[config.mk]
export PLATFORM = sky130hd
export DESIGN_NAME = adc_decimator
export DESIGN_NICKNAME = d
export VERILOG_FILES = /design/src/rtl/adc_decimator.sv
export SDC_FILE = /design/constraint.sdc
export NUM_CORES = 1
export LEC_CHECK = 0
export ABC_AREA = 1
export BUFFER_PORTS_ARGS = -buffer_cell sky130_fd_sc_hd__buf_2
export CAP_MARGIN = 25
export CORE_MARGIN = 5
export CORE_UTILIZATION = 60
export CTS_CLUSTER_DIAMETER = 50
export DETAILED_ROUTE_END_ITERATION = 6
export GPL_TIMING_DRIVEN = 0
export PLACE_DENSITY = 0.77
export SETUP_SLACK_MARGIN = 0.3
export SLEW_MARGIN = 25
export SYNTH_ARGS = -nofsm -noshare
export SYNTH_HDL_FRONTEND = slang
export SYNTH_SLANG_ARGS = --single-unit
[constraint.sdc]
create_clock -name sys_clk -period 5.8 [get_ports sys_clk]
set_input_delay 0.58 -clock sys_clk [delete_from_list [all_inputs] [get_ports sys_clk]]
set_output_delay 0.58 -clock sys_clk [all_outputs]
set_load 0.01 [all_outputs]
[src/rtl/adc_decimator.sv]
// Boxcar decimator for a signed ADC sample stream: averages 2^D samples and
// queues results in a small FIFO with valid/ready output and drop counting.
module adc_decimator #(
  parameter int DATA_W     = 16,
  parameter int MAX_LOG2   = 8,
  parameter int FIFO_DEPTH = 4,
  parameter int OVF_W      = 16
) (
  input  logic                sys_clk,
  input  logic                reset,
  input  logic                enable,
  input  logic [3:0]          decim_log2,
  input  logic [DATA_W-1:0]   in_data,
  input  logic                in_valid,
  output logic [DATA_W-1:0]   out_data,
  output logic                out_valid,
  input  logic                out_ready,
  output logic [2:0]          fifo_level,
  output logic [OVF_W-1:0]    overflow_cnt,
  input  logic                clear_overflow
);

  localparam int ACC_W = DATA_W + MAX_LOG2;
  localparam int D_W   = $clog2(MAX_LOG2 + 1);
  localparam int PTR_W = $clog2(FIFO_DEPTH);
  localparam int LVL_W = $clog2(FIFO_DEPTH + 1);

  localparam logic ST_IDLE  = 1'b0;
  localparam logic ST_ACCUM = 1'b1;

  logic                     state_q, state_d;
  logic signed [ACC_W-1:0]  acc_q, acc_d;
  logic [MAX_LOG2-1:0]      cnt_q, cnt_d;
  logic [D_W-1:0]           dlat_q, dlat_d;
  logic [PTR_W-1:0]         wr_ptr_q, wr_ptr_d;
  logic [PTR_W-1:0]         rd_ptr_q, rd_ptr_d;
  logic [LVL_W-1:0]         level_q, level_d;
  logic [DATA_W-1:0]        out_data_q, out_data_d;
  logic [OVF_W-1:0]         ovf_q, ovf_d;
  logic [DATA_W-1:0]        mem_q [FIFO_DEPTH];

  logic                     accept;
  logic [MAX_LOG2-1:0]      cnt_eff;
  logic [D_W-1:0]           d_clamped;
  logic [D_W-1:0]           d_use;
  logic [MAX_LOG2:0]        last_idx;
  logic                     block_done;
  logic signed [ACC_W-1:0]  sum;
  logic [DATA_W-1:0]        push_data;
  logic                     push_req;
  logic                     pop;
  logic                     full;
  logic                     push_ok;
  logic                     overflow;

  assign accept = enable && in_valid;

  // A count carried over from a previous ACCUM interval is never reused.
  assign cnt_eff = (state_q == ST_ACCUM) ? cnt_q : '0;

  always_comb begin
    d_clamped = (decim_log2 > 4'(MAX_LOG2)) ? D_W'(MAX_LOG2) : D_W'(decim_log2);
    d_use     = (cnt_eff == '0) ? d_clamped : dlat_q;
    last_idx  = ((MAX_LOG2+1)'(1) << d_use) - (MAX_LOG2+1)'(1);
    block_done = ({1'b0, cnt_eff} == last_idx);
    sum = ((cnt_eff == '0) ? ACC_W'(0) : acc_q)
          + $signed({{MAX_LOG2{in_data[DATA_W-1]}}, in_data});
    push_data = DATA_W'(sum >>> d_use);
    push_req  = accept && block_done;
  end

  always_comb begin
    state_d = enable ? ST_ACCUM : ST_IDLE;
    acc_d   = acc_q;
    cnt_d   = cnt_q;
    dlat_d  = dlat_q;
    if (!enable) begin
      acc_d = '0;
      cnt_d = '0;
    end else if (in_valid) begin
      if (cnt_eff == '0) dlat_d = d_clamped;
      if (block_done) begin
        cnt_d = '0;
      end else begin
        acc_d = sum;
        cnt_d = cnt_eff + MAX_LOG2'(1);
      end
    end
  end

  // FIFO: a pop frees the slot a same-cycle push needs, even when full.
  always_comb begin
    pop      = (level_q != '0) && out_ready;
    full     = (level_q == LVL_W'(FIFO_DEPTH));
    push_ok  = push_req && (!full || pop);
    overflow = push_req && full && !pop;

    wr_ptr_d = push_ok ? wr_ptr_q + PTR_W'(1) : wr_ptr_q;
    rd_ptr_d = pop     ? rd_ptr_q + PTR_W'(1) : rd_ptr_q;
    level_d  = level_q + LVL_W'(push_ok) - LVL_W'(pop);

    out_data_d = out_data_q;
    if (level_d != '0) begin
      if (push_ok && (wr_ptr_q == rd_ptr_d))
        out_data_d = push_data;
      else
        out_data_d = mem_q[rd_ptr_d];
    end

    ovf_d = ovf_q;
    if (clear_overflow)
      ovf_d = '0;
    else if (overflow && (ovf_q != '1))
      ovf_d = ovf_q + OVF_W'(1);
  end

  always_ff @(posedge sys_clk or posedge reset) begin
    if (reset) begin
      state_q    <= ST_IDLE;
      acc_q      <= '0;
      cnt_q      <= '0;
      dlat_q     <= '0;
      wr_ptr_q   <= '0;
      rd_ptr_q   <= '0;
      level_q    <= '0;
      out_data_q <= '0;
      ovf_q      <= '0;
    end else begin
      state_q    <= state_d;
      acc_q      <= acc_d;
      cnt_q      <= cnt_d;
      dlat_q     <= dlat_d;
      wr_ptr_q   <= wr_ptr_d;
      rd_ptr_q   <= rd_ptr_d;
      level_q    <= level_d;
      out_data_q <= out_data_d;
      ovf_q      <= ovf_d;
    end
  end

  always_ff @(posedge sys_clk) begin
    if (push_ok) mem_q[wr_ptr_q] <= push_data;
  end

  assign out_data     = out_data_q;
  assign out_valid    = (level_q != '0);
  assign fifo_level   = 3'(level_q);
  assign overflow_cnt = ovf_q;

endmodule

# After elaboration in Yosys (flattened, before gate mapping)
# Memories as Yosys holds them, arrays and structs flattened. A register that Yosys moved wholly into a read port is not among the register bits.
# Index checks and enable logic that the tools add are counted.
[totals]
in_bits = 26
elab_cells = 57
mem_count = 1
mem_bits_rw = 64
reg_bits = 60
[mem_list]
columns = ["name", "words", "width", "read_ports", "rd_ports_with_merged_regs", "write_ports", "line_no", "text"]
rows = [
  ["mem_q", 4, 16, 1, 1, 1, "40", "logic [DATA_W-1:0] mem_q [FIFO_DEPTH];"],
]
[op_classes]
n_lt_le_gt_ge = 1
reduce_logical = 16
add_sub_neg = 8
n_eq_ne = 5
shifts = 2
n_mux = 16
[op_table]
columns = ["cell", "count"]
rows = [
  ["$mux W24", 4],
  ["$mux W16", 2],
  ["$mux W8", 4],
  ["$add A24 B16 Y24", 1],
  ["$sshr A24 B4 Y16", 1],
  ["$add A16 B1 Y16 const B", 1],
  ["$ne A16 B16 Y1 const B", 1],
  ["$eq A8 B9 Y1", 1],
  ["$shl A1 B4 Y9 const A", 1],
  ["$sub A9 B2 Y9 const B", 1],
  ["$add A8 B1 Y8 const B", 1],
  ["$logic_not A8 Y1", 1],
  ["$mux W4", 2],
  ["$logic_and A1 B1 Y1", 7],
  ["$reduce_bool A3 Y1", 2],
  ["$add A2 B1 Y2 const B", 2],
  ["$gt A4 B4 Y1 const B", 1],
  ["$reduce_and A2 Y1", 2],
  ["$add A3 B1 Y3", 1],
  ["$eq A3 B3 Y1 const B", 1],
  ["$mux W1", 3],
  ["$sub A3 B1 Y3", 1],
  ["$logic_not A1 Y1", 2],
  ["$mux W2", 1],
  ["4 further kinds", 4],
]

# Longest topological paths before layout
# Gate-level depths: netlist (run 1).
[logic_depth]
ltp_word = 12
ltp_mapped = 30

# Worst setup path after synthesis (run 1)
# No wires, ideal clock.
[synth_path]
path_kind = "register to register"
from = "reg state_q"
to = "reg out_data_q[0] (netlist: out_data[0]) (read register of mem_q)"
required_ps = 5683
arrival_time_ps = 4899
period_less_slack_ps = 5016
setup_slack_ps = 784
stages_incl_launch_ff = 31
path_buffers = 3
path_cell_list = "dfrtp_1 buf_6 nand2_1 ha_1 nand2_2 nor2_4 nand2_8 nand2_2 nand2_4 buf_2 nor2_1 nand2_1 ha_1 xnor2_1 inv_1 nand3_1 a21oi_1 nor2_1 nand3_2 nor2_4 nand4_4 ha_1 inv_1 ha_1 fa_1 xor2_1 nor3_1 inv_1 buf_2 nand3_1 nand2_1"
[synth_via]
elab_chain_cells = 11
[synth_lines]
columns = ["item", "line_no", "text"]
rows = [
  ["start: declaration", "31", "logic state_q, state_d;"],
  ["start signal: assignment", "129", "state_q <= state_d;"],
  ["$mux W8 (*)", "59", "assign cnt_eff = (state_q == ST_ACCUM) ? cnt_q : '0;"],
  ["$logic_not A8 Y1", "63", "d_use = (cnt_eff == '0) ? d_clamped : dlat_q;"],
  ["$mux W4", "n/a", ""],
  ["$shl A1 B4 Y9", "64", "last_idx = ((MAX_LOG2+1)'(1) << d_use) - (MAX_LOG2+1)'(1);"],
  ["$sub A9 B2 Y9", "64", ""],
  ["$eq A8 B9 Y1 (*)", "65", "block_done = ({1'b0, cnt_eff} == last_idx);"],
  ["$logic_and A1 B1 Y1 (*)", "69", "push_req = accept && block_done;"],
  ["$logic_and A1 B1 Y1 (*)", "95", "push_ok = push_req && (!full || pop);"],
  ["$add A3 B1 Y3 (*)", "100", "level_d = level_q + LVL_W'(push_ok) - LVL_W'(pop);"],
  ["$sub A3 B1 Y3 (*)", "100", ""],
  ["net level_d[2]", "37", "logic [LVL_W-1:0] level_q, level_d;"],
  ["$reduce_bool A3 Y1 (*)", "103", "if (level_d != '0) begin"],
  ["end: declaration", "38", "logic [DATA_W-1:0] out_data_q, out_data_d;"],
]
# Mark *: on every way through the listed nets, which the timed path passes. The rest lies on a longest branch.
# A chain may end at the register's enable or synchronous reset.

# Final worst setup path (run 1)
[layout_path]
from = "reg state_q"
to = "reg out_data_q[2] (netlist: out_data[2]) (read register of mem_q)"
# Same word-level chain as after synthesis.

==> results of run 1 <==
[per-layer routing]
layer,part of all wire [%],GRT usage (%),vias to the layer above
li1,-,-,4531
met1,44,40.8,4252
met2,48,45.9,377
met3,7.4,3.87,34
met4,1.4,7.71,0
met5,0,0,-
[through the flow]
stage	instances	setup WS, ps	instance area, um2	setup TNS (ps)	utilization [%]
6_report	1648	597	11100	0	69.5
5_1_grt	1648	294	11100	0	69.5
4_1_cts	1644	316	11000	0	69.1
3_5_place_dp	1611	-204	10400	-1770	65.2
3_3_place_gp	1608	-162	10300	-1210	64.9
2_1_floorplan	1331	784	9770	0	-
[cell families after synthesis]
group                      after synthesis  share of synthesized area, %
DFF                                    140                          39.2
AOI/OAI and AO/OA                      150                          8.98
buffers and inverters                  226                          9.12
xor gates and xnor gates                30                          2.69
and+or+nand+nor                        750                          35.4
adders and majority gates               35                          4.64
[layout by cell type (no fill, tap or decap), types with 3 or more instances in the layout]
cell       Yosys  routed
a21oi_1       28      28
buf_1          3       3
buf_2          8      69
buf_4          0       5
buf_6          4       6
clkbuf_1      24      23
clkbuf_16      0      18
dfrtp_1       76      76
edfxtp_1      64      64
ha_1          33      32
inv_1        181     179
inv_2          4       5
inv_6          0       5
inv_8          0       4
nand2_1      368     366
nand2_2       10      12
nand2_4       16      16
nand3_1      178     178
nand3b_1       3       3
nand4_1       24      24
nor2_1       116     111
nor2_2         8      13
nor2_4         9       9
nor3_1         6       5
o21ai_0       65      65
o21ai_1        7       7
o21bai_1      11      11
o22a_1        16      16
o22ai_1       16      16
xnor2_1        7       5
xor2_1        23      22
[power by group through the flow]
| stage | Sequential [uW] | Clock [uW] | Combinational (uW) |
|---|---|---|---|
| 6_report | 1230 | 1090 | 1480 |
| 5_1_grt | 1240 | 1140 | 1640 |
| 4_1_cts | 1230 | 1100 | 1460 |
| 3_5_place_dp | 1250 | 0 | 1410 |
| 3_3_place_gp | 1240 | 0 | 1370 |
| 2_1_floorplan | 1280 | 0 | 944 |
[worst register-to-register path: cells and delay by family, from the launching register on]
family                   cells  cell delay (ps)
AO/OA/AOI/OAI                1               70
XOR/XNOR                     2              480
AND/OR/NAND/NOR             16             1910
adder cells (fa/ha/maj)      5             1400
buffers and inverters        6              850
flip-flops                   1              370
[worst paths after layout]
| path | from | end | slack (ps) |
|---|---|---|---|
| max | state_q | out_data[2] | 600 |
| min | reset | overflow_cnt[5] | 250 |
| max reg2reg | state_q | out_data[2] | 600 |
| min reg2reg | out_data[9] | out_data[9] | 470 |
| max in group asynchronous | reset | out_data[3] | 4960 |
| min in group sys_clk | enable | state_q | 270 |
[sequential cells by signal (all words and copies together) (netlist names)]
register and cells:
acc_q 24, cnt_q 8, dlat_q 4, fifo_level 3
mem_q 64, out_data 16, overflow_cnt 16, rd_ptr_q 2
state_q 1, wr_ptr_q 2
[final cells by class]
cell class	count	area share (%)
multi-input combinational	965	46.1
sequential	140	34.5
inverter	187	6.38
clock buffer	18	4.07
timing repair buffer	69	3.48
tap	216	2.44
buffer	39	1.72
clock inverter	14	1.30
[what timing repair did]
action                                  4_1_cts  5_1_grt
endpoints found under the setup margin       16       16
pin swaps                                     1        0
setup buffers                                 1        4
gates resized for setup                       4        9
==> results.json, run 1 <==
{
  "cp.depth": 30,
  "cts_hold_buf": 0,
  "finalHoldViolCount": 0,
  "areaGrowthSynthToFinish_pct": 13.4,
  "synth_cell_types": 46,
  "critPathSlowestCell": "fa_1",
  "crit_family": "simple AND/OR/NAND/NOR gates",
  "ys_seq_elements": 140,
  "chipWidth_um": 138,
  "drt_drc_violations_left": 2,
  "first_global_vias": 8304,
  "end_kind": "flip-flop",
  "p_total_uw": 3800,
  "ys_top_cells_by_count": "nand2_1 (368), inv_1 (181), nand3_1 (178)",
  "start_util_pct": 61.3,
  "crit_arrival_ps": 5520,
  "combPwrFrac_pct": 38.9,
  "path_class": "reg -> reg",
  "syn-mean-instance-area_um2": 7.34,
  "async_reset_ff_share_pct": 54.3,
  "synth_flop_cell": "dfrtp_1",
  "period_minus_slack_ps": 5200,
  "cts_made_buffers": 17,
  "power.density_nw_per_um2": 343,
  "root_buffer": "clkbuf_16",
  "route.detailed.wl_per_inst_um": 15.8,
  "antenna_found_initial": 0,
  "synth_edf_count": 64,
  "ys_seq_area_share_pct": 39.2,
  "synth_area_leaders": "edfxtp_1 (20%), dfrtp_1 (19%), nand2_1 (14%)",
  "drt_iter0_drc": 789,
  "synth_top_area_cell": "edfxtp_1",
  "insertion_delay_ps": 430,
  "p_sw_uw": 1530,
  "crit_buf_inv": 6,
  "syn-cell-area_um2": 9770,
  "cts_tree": "done",
  "p_seq_share_pct": 32.4,
  "setup_viol": 0,
  "rsz0062_at_grt": "false",
  "crit_required_ps": 6110,
  "num_vias": 9194,
  "antenna_cells": 0,
  "yosysTopAreaCellShare_pct": 19.7,
  "grt_usage_pct": 28.6,
  "syn_nets": 1392,
  "violations": "design-rule violations",
  "max_slew_margin_pct": 37.3,
  "rows": 46,
  "cts.clk_slew.worst_paths_ps": 70,
  "core_area_um2": 15900,
  "worst_pin_slew_ps": 940,
  "max_freq_mhz": 192,
  "peakVddDrop_v": 0.000230,
  "status": "finished, violations left",
  "internal_power_uw": 2270,
  "cap_violations": 0,
  "routabilityCongestion": 1.01,
  "ys_warn_count": 0,
  "register_area_um2": 3820,
  "fillCellCount": 1380,
  "hold_class": "in -> async",
  "io_pins": 62,
  "power_frac_clock_pct": 28.7,
  "io_buffers": 61,
  "hold_slack_ps": 247,
  "cp_slowest_stage_delay_ps": 420,
  "final_nets": 1480,
  "clock-sinks": 140,
  "grt_start_max_net_pins": 51,
  "drive_above_1_share_pct": 12.9,
  "skew_ps": 10.2,
  "cts.path.max_buffers": 2,
  "die_area_um2": 18900,
  "critical_path.max_fanout": 10,
  "startpoint_type": "flip-flop",
  "multiInputGateArea_um2": 5100,
  "hpwl_um": 19500,
  "h-tree-depth": 4,
  "die_h_um": 138,
  "slew_violations": 0,
  "vias_per_cell": 5.58,
  "synth.most_common_cell": "nand2_1",
  "reg2regPathDepth": 30,
  "ant_nets": 0,
  "fin_crit_sh_pct": 89.7,
  "wirelength_um": 26100,
  "leakage_uw": 0.00555,
  "grt_pass1_wl_um": 42200,
  "gr-total-overflow": 0,
  "drtPass1Iterations": 7,
  "switching_share_pct": 40.2,
  "synth_cells": 1331
}
Note: power is estimated with default switching activity, not from simulation.
==> inputs of run 2 (changes only) <==
CELL_PAD_IN_SITES_DETAIL_PLACEMENT = 0   (was unset)
CELL_PAD_IN_SITES_GLOBAL_PLACEMENT = 2   (was unset)
CORE_UTILIZATION = 36   (was 60)
PLACE_DENSITY = 0.79   (was 0.77)
==> run 2 against run 1 <==
Net effect:
- the run now ends clean
- maximum frequency up 1.9%
- non-clock buffer count is 2 higher
- count of clock-buffer cells in the layout is the same
- clock power about the same
- total power rose by 2.2%
- wire length is 14% higher
- die area rose by 61%
- combinational power up 4%
- core utilization down 27 points
- hold slack lost 130 ps
- sequential share of layout area decreased by 0.75 points
- clock skew is 2.1 ps higher
- critical endpoint is now out_data[5]
- largest power group unchanged
==> results.json, run 2 (same netlist as run 1, synthesis figures left out) <==
{
  "route.detailed.wl_per_inst_um": 16.8,
  "grt_usage_pct": 19.7,
  "crit_arrival_ps": 5430,
  "max_slew_margin_pct": 47.8,
  "peakVddDrop_v": 0.000162,
  "top_register": "mem_q",
  "gr-total-overflow": 0,
  "leakage_uw": 0.00557,
  "placed_cell_area_um2": 10600,
  "p_total_uw": 3880,
  "final_cell_area_um2": 11300,
  "drtPass1Iterations": 5,
  "chipWidth_um": 175,
  "num_vias": 8871,
  "h-tree-depth": 4,
  "status": "complete, no violations",
  "pre_cts_ws_ps": -525,
  "hold_slack_ps": 121,
  "final_nets": 1482,
  "start_util_pct": 36.4,
  "period_minus_slack_ps": 5110,
  "ant_nets": 0,
  "drive_above_1_share_pct": 13.0,
  "wirelength_um": 29800,
  "cts.path.max_buffers": 2,
  "slew_violations": 0,
  "final_cell_mix": "nand2_1 (366), inv_1 (179), nand3_1 (178), nor2_1 (111), dfrtp_1 (76)",
  "areaGrowthSynthToFinish_pct": 15.9,
  "dr.max_layer_used": "met4",
  "antenna_found_initial": 0,
  "core_area_um2": 26800,
  "root_buffer": "clkbuf_16",
  "wl_met2_um": 13400,
  "drt_iter0_drc": 643,
  "cap_violations": 0,
  "max_freq_mhz": 196,
  "io_buffers": 61,
  "crit_required_ps": 6120,
  "largest_register_ffs": 64,
  "rows": 60,
  "startpoint_type": "flip-flop",
  "layout_commonest_cell": "nand2_1",
  "hold_class": "in -> async",
  "power.density_nw_per_um2": 343,
  "wl_met1_um": 15100,
  "first_global_vias": 8714,
  "grt_pass1_wl_um": 48100,
  "skew_ps": 12.3,
  "die_area_um2": 30500,
  "path_class": "reg -> reg",
  "io_pins": 62,
  "end_kind": "flip-flop",
  "critical_path.max_fanout": 10,
  "cts.clk_slew.worst_paths_ps": 70,
  "critPathSlowestCell": "dfrtp_1",
  "clock-sinks": 140,
  "cp_slowest_stage_delay_ps": 370,
  "routabilityCongestion": 0.820,
  "rsz0062_at_grt": "false",
  "cts_tree": "done",
  "wl_met3_um": 1060,
  "vias_per_cell": 5.00,
  "hpwl_um": 23200,
  "cts_made_buffers": 17,
  "worst_pin_slew_ps": 780,
  "grt_start_max_net_pins": 49,
  "reg_top3": "mem_q x64, acc_q x24",
  "insertion_delay_ps": 420,
  "setup_viol": 0,
  "finalHoldViolCount": 0,
  "die_h_um": 175,
  "timing.final.ws_setup_ps": 694,
  "drt_drc_violations_left": 0,
  "antenna_cells": 0,
  "fin_crit_sh_pct": 88.0
}
[run 2: changes by cell type in the layout (fill, tap and decap cells not counted), moves of 2 or more]
cell        change
clkinvlp_4      +4
bufinv_16       +2
inv_8           -2
buf_2           -2
clkinv_8        -2
buf_8           +4
[run 2: critical path: cells and delay by family, from the launching register on]
family | cells | cell delay (ps)
XOR/XNOR | 2 | 340
adder cells (fa/ha/maj) | 5 | 1410
AND/OR/NAND/NOR | 18 | 1850
flip-flops | 1 | 370
buffers and inverters | 6 | 1010
[run 2: final timing paths]
kind | from | endpoint | slack, ps | cells past startpoint
setup / recovery | state_q | out_data[5] | 690 | 31
hold / removal | reset | out_data[8] | 120 | 2
setup reg to reg | state_q | out_data[5] | 690 | 31
hold reg to reg | out_data[15] | out_data[15] | 470 | 2
max in group asynchronous | reset | cnt_q[0] | 5110 | 3
min in group sys_clk | enable | state_q | 270 | 1
[run 2: cell type report]
cell class,instances,area (um2)
inverters,187,713
clock inverters,14,158
fillers,2842,15500
multi-input cells,965,5110
clock buffers,18,429
plain buffers,39,200
flip-flops and latches,140,3820
repair buffers,71,457
well taps,341,427
[run 2: per-layer routing]
metal | vias to the layer above | global-route usage, %
li1 | 4521 | -
met1 | 4167 | 29.4
met2 | 164 | 31.1
met3 | 19 | 2.86
met4 | 0 | 3.34
met5 | - | 0
[run 2: stage by stage]
stage,std cells,setup TNS [ps],util (%)
2_1_floorplan,1331,0,-
3_3_place_gp,1733,-5900,39.2
3_5_place_dp,1738,-6610,39.5
4_1_cts,1772,0,42.0
5_1_grt,1775,0,42.2
6_report,1775,0,42.2
[run 2: repair_timing]
action	in CTS	in global routing
pin swaps	1	4
hold buffers	0	0
resized for setup	9	10
endpoints found under the setup margin	16	16
cloned	0	1
setup buffers	2	2
[run 2: where the power goes]
group	switching, uW	internal [uW]
logic	996	548
registers	48.5	1180
clock network	468	643
total	1510	2370
